File: src/rtl/button_count_ctrl.sv
// Three-button up/down/clear counter. Each raw button is synchronized, and one
// FSM owns debounce, auto-repeat and release detection for whichever button wins
// arbitration.
module button_count_ctrl #(
  parameter int DEBOUNCE     = 300000,
  parameter int REPEAT_DELAY = 15000000,
  parameter int REPEAT_RATE  = 3000000,
  parameter bit WRAP         = 1'b1
) (
  input  logic       clk,
  input  logic       reset_n,
  input  logic       btn_up,
  input  logic       btn_dn,
  input  logic       btn_clr,
  output logic [7:0] count,
  output logic       step,
  output logic       limit,
  output logic       busy
);

  // The shared timer only has to reach (largest parameter - 1), because every
  // state change reloads it to zero.
  localparam int MAX_AB = (DEBOUNCE > REPEAT_DELAY) ? DEBOUNCE : REPEAT_DELAY;
  localparam int MAXP   = (MAX_AB > REPEAT_RATE) ? MAX_AB : REPEAT_RATE;
  localparam int TW     = (MAXP < 2) ? 1 : $clog2(MAXP);

  localparam logic [TW-1:0] DEB_M1 = TW'(DEBOUNCE - 1);
  localparam logic [TW-1:0] DLY_M1 = TW'(REPEAT_DELAY - 1);
  localparam logic [TW-1:0] RAT_M1 = TW'(REPEAT_RATE - 1);

  typedef enum logic [2:0] {S_IDLE, S_DEBOUNCE, S_FIRE, S_HOLD, S_RELEASE} state_t;
  typedef enum logic [1:0] {G_NONE, G_UP, G_DN, G_CLR} grant_t;

  // Bit order {clr, dn, up}.
  logic [2:0]    sync_a, sync_b;
  state_t        state, state_n;
  grant_t        gnt, gnt_n;
  logic [TW-1:0] timer, timer_n;
  logic          rpt, rpt_n;
  logic          gnt_lvl;
  logic [TW-1:0] hold_m1;

  // Two-flop synchronizer for each raw button.
  always_ff @(posedge clk or negedge reset_n) begin
    if (!reset_n) begin
      sync_a <= '0;
      sync_b <= '0;
    end else begin
      sync_a <= {btn_clr, btn_dn, btn_up};
      sync_b <= sync_a;
    end
  end

  // Select the synchronized level of the granted button.
  always_comb begin
    case (gnt)
      G_UP:    gnt_lvl = sync_b[0];
      G_DN:    gnt_lvl = sync_b[1];
      G_CLR:   gnt_lvl = sync_b[2];
      default: gnt_lvl = 1'b0;
    endcase
  end

  // The first repeat of a press waits the long delay. Later repeats use the rate.
  assign hold_m1 = rpt ? RAT_M1 : DLY_M1;

  // Register the FSM state, timer, grant and repeat flag.
  always_ff @(posedge clk or negedge reset_n) begin
    if (!reset_n) begin
      state <= S_IDLE;
      gnt   <= G_NONE;
      timer <= '0;
      rpt   <= 1'b0;
    end else begin
      state <= state_n;
      gnt   <= gnt_n;
      timer <= timer_n;
      rpt   <= rpt_n;
    end
  end

  // Next-state logic. The timer counts by default and reloads on every transition.
  always_comb begin
    state_n = state;
    gnt_n   = gnt;
    rpt_n   = rpt;
    timer_n = timer + 1'b1;
    case (state)
      S_IDLE: begin
        timer_n = '0;
        rpt_n   = 1'b0;
        // Up and dn together with no clear are ambiguous, so nothing is granted.
        if (sync_b[2]) begin
          gnt_n   = G_CLR;
          state_n = S_DEBOUNCE;
        end else if (sync_b[0] && !sync_b[1]) begin
          gnt_n   = G_UP;
          state_n = S_DEBOUNCE;
        end else if (sync_b[1] && !sync_b[0]) begin
          gnt_n   = G_DN;
          state_n = S_DEBOUNCE;
        end
      end
      S_DEBOUNCE: begin
        if (!gnt_lvl) begin
          state_n = S_IDLE;
          timer_n = '0;
        end else if (timer == DEB_M1) begin
          state_n = S_FIRE;
          timer_n = '0;
        end
      end
      S_FIRE: begin
        timer_n = '0;
        state_n = (gnt == G_CLR) ? S_RELEASE : S_HOLD;
      end
      S_HOLD: begin
        if (!gnt_lvl) begin
          state_n = S_RELEASE;
          timer_n = '0;
        end else if (timer == hold_m1) begin
          state_n = S_FIRE;
          timer_n = '0;
          rpt_n   = 1'b1;
        end
      end
      S_RELEASE: begin
        if (|sync_b) begin
          timer_n = '0;
        end else if (timer == DEB_M1) begin
          state_n = S_IDLE;
          timer_n = '0;
        end
      end
      default: begin
        state_n = S_IDLE;
        timer_n = '0;
      end
    endcase
  end

  // Apply the granted action in FIRE. Also raise step, and raise limit when the
  // count wraps or saturates.
  always_ff @(posedge clk or negedge reset_n) begin
    if (!reset_n) begin
      count <= '0;
      step  <= 1'b0;
      limit <= 1'b0;
    end else begin
      step  <= 1'b0;
      limit <= 1'b0;
      if (state == S_FIRE) begin
        step <= 1'b1;
        case (gnt)
          G_UP: begin
            if (count == 8'hFF) begin
              limit <= 1'b1;
              if (WRAP) count <= 8'h00;
            end else begin
              count <= count + 8'd1;
            end
          end
          G_DN: begin
            if (count == 8'h00) begin
              limit <= 1'b1;
              if (WRAP) count <= 8'hFF;
            end else begin
              count <= count - 8'd1;
            end
          end
          G_CLR:   count <= 8'h00;
          default: ;
        endcase
      end
    end
  end

  assign busy = (state != S_IDLE);

endmodule

File: config.mk
export PLATFORM = sky130hd
export DESIGN_NAME = button_count_ctrl
export DESIGN_NICKNAME = d
export VERILOG_FILES = /design/src/rtl/button_count_ctrl.sv
export SDC_FILE = /design/constraint.sdc
export NUM_CORES = 1
export LEC_CHECK = 0
export ABC_AREA = 1
export ABC_CLOCK_PERIOD_IN_PS = 1820
export CORE_MARGIN = 4
export CORE_UTILIZATION = 25
export DETAILED_ROUTE_END_ITERATION = 16
export PLACE_DENSITY = 0.48
export SLEW_MARGIN = 20
export SYNTH_ARGS = -nofsm -noshare
export SYNTH_HDL_FRONTEND = slang
export SYNTH_SLANG_ARGS = --single-unit
File: constraint.sdc
create_clock -name clk -period 1.82 [get_ports clk]
set_input_delay 0.273 -clock clk [delete_from_list [all_inputs] [get_ports clk]]
set_output_delay 0.273 -clock clk [all_outputs]
set_load 0.02 [all_outputs]
---- Yosys cells after proc, flatten, opt, wreduce, memory -nomap -nowiden ----
Cells that the tools add are included.
storage, ports and cells
  output and inout bits ................... 11
  register bits ........................... 46
  logic and storage cells ................. 77
  bits of input ports ..................... 5
operators by class
  $add $sub $neg .......................... 3
  eq/ne operators ......................... 17
  mux-type cells .......................... 33
  reduce and logical (&&, ||, !) cells .... 15
operator list
  operator                                                                  count
  24-bit 2-to-1 mux                                                         6
  24-bit case mux with 3 select lines                                       1
  3-bit 2-to-1 mux                                                          10
  24-bit by 1-bit adder with 24-bit output (second input constant)          1
  24-bit by 19-bit equality test with 1-bit output (second input constant)  1
  24-bit equality test                                                      1
  8-bit case mux with 3 select lines                                        1
  8-bit 2-to-1 mux                                                          2
  3-bit case mux with 5 select lines                                        1
  3-bit nonzero test                                                        3
  8-bit by 1-bit adder with 8-bit output (second input constant)            1
  8-bit equality test (second input constant)                               1
  8-bit zero test                                                           1
  2-bit != test (second input constant)                                     4
  8-bit by 1-bit subtractor with 8-bit output (second input constant)       1
  3-bit by 2-bit equality test with 1-bit output (second input constant)    2
  1-bit 2-to-1 mux                                                          6
  2-bit 2-to-1 mux                                                          3
  3-bit != test (second input constant)                                     2
  5-bit AND reduction                                                       1
  2-bit equality test (second input constant)                               2
  4-bit != test (second input constant)                                     1
  1-bit case mux with 2 select lines                                        2
  2-bit AND reduction                                                       2
  10 further kinds                                                          12

---- Longest topological paths before layout ----
  word-level depth ........................ 6
  gate-level depth with buffers ........... 11
  gate-level depth less buffers ........... 11

---- Least setup slack after synthesis ----
OpenSTA, ideal clock, no wires.
  path kind ............................... register -> register
  from .................................... register gnt[0]
  to ...................................... register timer[5]
  data required time ...................... 1751 ps
  cell stages (with the launch flop) ...... 12
  library setup time ...................... 69 ps
  period minus slack after synthesis ...... 1628 ps
  arrival time ............................ 1559 ps
  slack ................................... 192 ps
  path buffers ............................ 1
  cells stage by stage .................... dfrtp_1 -> inv_1 -> ha_1 -> nand2_1 -> nand3_1 -> nand2_2 -> nor3_4 -> nand2_4 -> nand2_4 -> inv_6 -> buf_12 -> nor2_2
on the way
  cells in the longest elaborated chain, start to end .. 4
  elaborated cells on any way between the ends .. 7
  those cells by class .................... 3 x eq/ne; 4 x mux
ends and longest elaborated chain
  element                                                                                line      RTL
  start: declaration                                                                     37        grant_t gnt, gnt_n;
  start signal: assignment                                                               76        gnt <= gnt_n;
  2-bit equality test or 2-bit by 1-bit equality test with 1-bit output (tied branches)  56        case (gnt)
  1-bit case mux with 3 select lines *                                                   56
  24-bit 2-to-1 mux, on equally long branches                                            118, 105
  24-bit case mux with 3 select lines *                                                  88        case (state)
  net timer_n[5]                                                                         38        logic [TW-1:0] timer, timer_n;
  end signal: assignment                                                                 77        timer <= timer_n;
  end: declaration                                                                       38
The timed path passes the listed nets; every way through them passes the cells marked *.
A chain may end at the register's enable or synchronous reset.

---- Final worst setup path ----
  from .................................... register count[6]
  to ...................................... output port count[6]
RTL lines
  element                   line  RTL
  start: declaration        15    output logic [7:0] count,
  start signal: assignment  160   count <= count + 8'd1;
  start signal: assignment  168   count <= count - 8'd1;
No word-level cell between the ends.

==> flow_summary.json <==
{
  "status": "finished, final reports clean",
  "place.gp.congestion": 0.8580,
  "ys_warn_count": 0,
  "dp_hpwl_um": 4645,
  "hold_violations": 0,
  "ioPinCount": 16,
  "cp_max_fo": 7,
  "antenna_cells": 0,
  "wl_per_cell_um": 11.15,
  "grt_max_degree": 47,
  "worst_slew_pin_slew_ps": 601.3,
  "drt_iter0_drc": 105,
  "ys_ff_latch": 46,
  "synth_top_cell_area_share_pct": 41.42,
  "clk_pin_slew_ps": 80,
  "setup_viol": 0,
  "yosysTopAreaCell": "dfrtp_1",
  "root_buffer": "clkbuf_8",
  "vias": 2412,
  "post-route-period-util_pct": 92.90,
  "cp_top_family": "buffers and inverters",
  "synth_edf_count": 0,
  "nets": 426,
  "fin_tns_setup_ps": 0,
  "drtPass1Iterations": 4,
  "worst_slack_ps": 129.2,
  "dieWidth_um": 113.4,
  "power.density_nw_per_um2": 1148,
  "max_freq_ghz": 0.5914,
  "grt_pass1_wl_um": 10900,
  "dp_slack_ps": 90.01,
  "worstPathRequired_ps": 1550,
  "finalNonFillerCells": 555,
  "cts_buffer_depth": 2,
  "grt-ovfl-total": 0,
  "arrival_ps": 1420,
  "ff2ff_path_depth": 10,
  "crit_start": "count[6]",
  "start_util_pct": 25.63,
  "antenna_found_initial": 0,
  "yosysMostFrequentCell": "nand2_1",
  "synth_area_leaders": "dfrtp_1 41%, nand2_1 11%, nor2_1 8.4%",
  "synth-async-reset-ratio_pct": 100.0,
  "die_h_um": 113.4,
  "synth_top_flop_cell": "dfrtp_1",
  "rsz0062_at_grt": "no",
  "maxSlewHeadroom_pct": 59.91,
  "p_leak_uw": 0.001486,
  "postCtsHoldBufs": 0,
  "critPathKind": "reg2out",
  "ant_nets": 0,
  "rr_endpoint": "state[1]",
  "synthTopCellsByCount": "83 x nand2_1, 62 x nor2_1, 57 x inv_1",
  "clock_sinks": 46,
  "maxCapViolCount": 0,
  "worstPathCellList": "clkdlybuf4s50_1",
  "finClkSkew_ps": 7.729,
  "fp-row-count": 38,
  "total_power_uw": 3824,
  "crit_path_top_delay_cell": "clkdlybuf4s50_1",
  "slew_violations": 0,
  "fp.coreArea_um2": 10840,
  "grt_use_total_pct": 10.28,
  "yosysUniqueCellTypes": 25,
  "peakVddDrop_mv": 0.4654,
  "max_stage_delay_ps": 650,
  "wl_um": 6189,
  "cts_buffers": 5,
  "cts_max_level": 2,
  "cp-start-kind": "flip-flop",
  "place_inst": 541,
  "avgSynthCellArea_um2": 7.352,
  "yosysSeqAreaShare_pct": 41.42,
  "syn_area_um2": 2779,
  "area_growth_pct": 19.86,
  "final.min_clock_period_ps": 1691,
  "rr_startpoint": "gnt[0]",
  "n_fill_cell": 1195,
  "netlist_instances": 378,
  "regToRegSetupSlack_ps": 150,
  "dieArea_um2": 12870,
  "post_drt_via_cell_ratio": 4.346,
  "syn-num-nets": 390,
  "portBuffers": 15,
  "grt_pass1_vias": 2371,
  "min_path_type": "in2async",
  "drc": 0,
  "critPathCaptureType": "output pin",
  "cp_num_buf_inv": 1,
  "cts_tree": "done",
  "clkLatencyLatePin_ps": 300,
  "drive_gt1_share_pct": 15.18
}
-- layout by cell type (no fill, tap or decap), drive strengths merged --
cell type,count
a21oi,15
a22oi,2
a31oi,2
buf,16
clkbuf,7
clkdlybuf4s50,13
clkinv,2
dfrtp,46
dlygate4sd2,1
ha,7
inv,58
nand2,91
nand3,23
nand4,11
nor2,77
nor3,9
o21ai,19
o22ai,2
or2,1
xnor2,2
xor2,11
-- layout make-up --
| type | instances | area (um^2) | area share [%] |
|---|---|---|---|
| Multi-Input combinational cell | 272 | 1423 | 42.71 |
| Sequential cell | 46 | 1156 | 34.71 |
| Timing Repair Buffer | 30 | 256.5 | 7.701 |
| Inverter | 59 | 229.0 | 6.875 |
| Tap cell | 140 | 175.2 | 5.259 |
| Clock buffer | 7 | 86.33 | 2.592 |
| Clock inverter | 1 | 5.005 | 0.1503 |
-- repair_timing --
item / 4_1_cts / 5_1_grt
pin swaps: 0 / 4
gates resized for setup: 1 / 16
buffers inserted: 0 / 6
endpoints found under the setup margin: 1 / 23
-- layer usage --
layer / vias up / track usage, % / wire length, um
li1: 1259 / - / -
met1: 1121 / 13.11 / 2976
met2: 30 / 17.58 / 2961
met3: 2 / 2.175 / 212
met4: 0 / 2.965 / 38
met5: - / 0 / 0
-- power by group --
group	internal, uW	switching [uW]	total (uW)
Sequential	1190	178	1370
Clock	307	353	660
Combinational	695	1100	1800
-- state kept, by name, indices dropped and copies added (netlist names) --
name / flops
rpt: 1
state: 3
sync_a: 3
gnt: 2
timer: 24
step: 1
limit: 1
count: 8
sync_b: 3
-- how the worst max path moves through the flow --
stage | slack (ps) | cells after the start | endpoint
finish | 130 | 1 | count[6]
global route | 3 | 11 | count[1]
CTS | 60 | 10 | timer[2]
detailed placement | 90 | 9 | timer[17]
global placement | 130 | 10 | count[5]
floorplan | 190 | 11 | timer[5]
-- cells by family (layout without fill, tap and decap cells) --
| kind of cell | count (synthesis) | after routing | share of synthesized area (%) |
|---|---|---|---|
| AND/OR/NAND/NOR | 212 | 212 | 34.89 |
| buffers and inverters | 60 | 97 | 8.870 |
| flip-flops | 46 | 46 | 41.42 |
| AO/OA/AOI/OAI | 40 | 40 | 7.564 |
| XOR/XNOR | 13 | 13 | 4.097 |
| adder cells (fa/ha/maj) | 7 | 7 | 3.152 |
-- metrics by stage --
stage	area [um^2]	util (%)	hold WS [ps]
global placement	3147	29.03	337.9
finish	3331	30.72	64.83
floorplan	2779	-	-22.59
global route	3331	30.72	119.4
detailed placement	3147	29.03	335.6
CTS	3237	29.86	87.41
(Power assumes the default switching activity.)
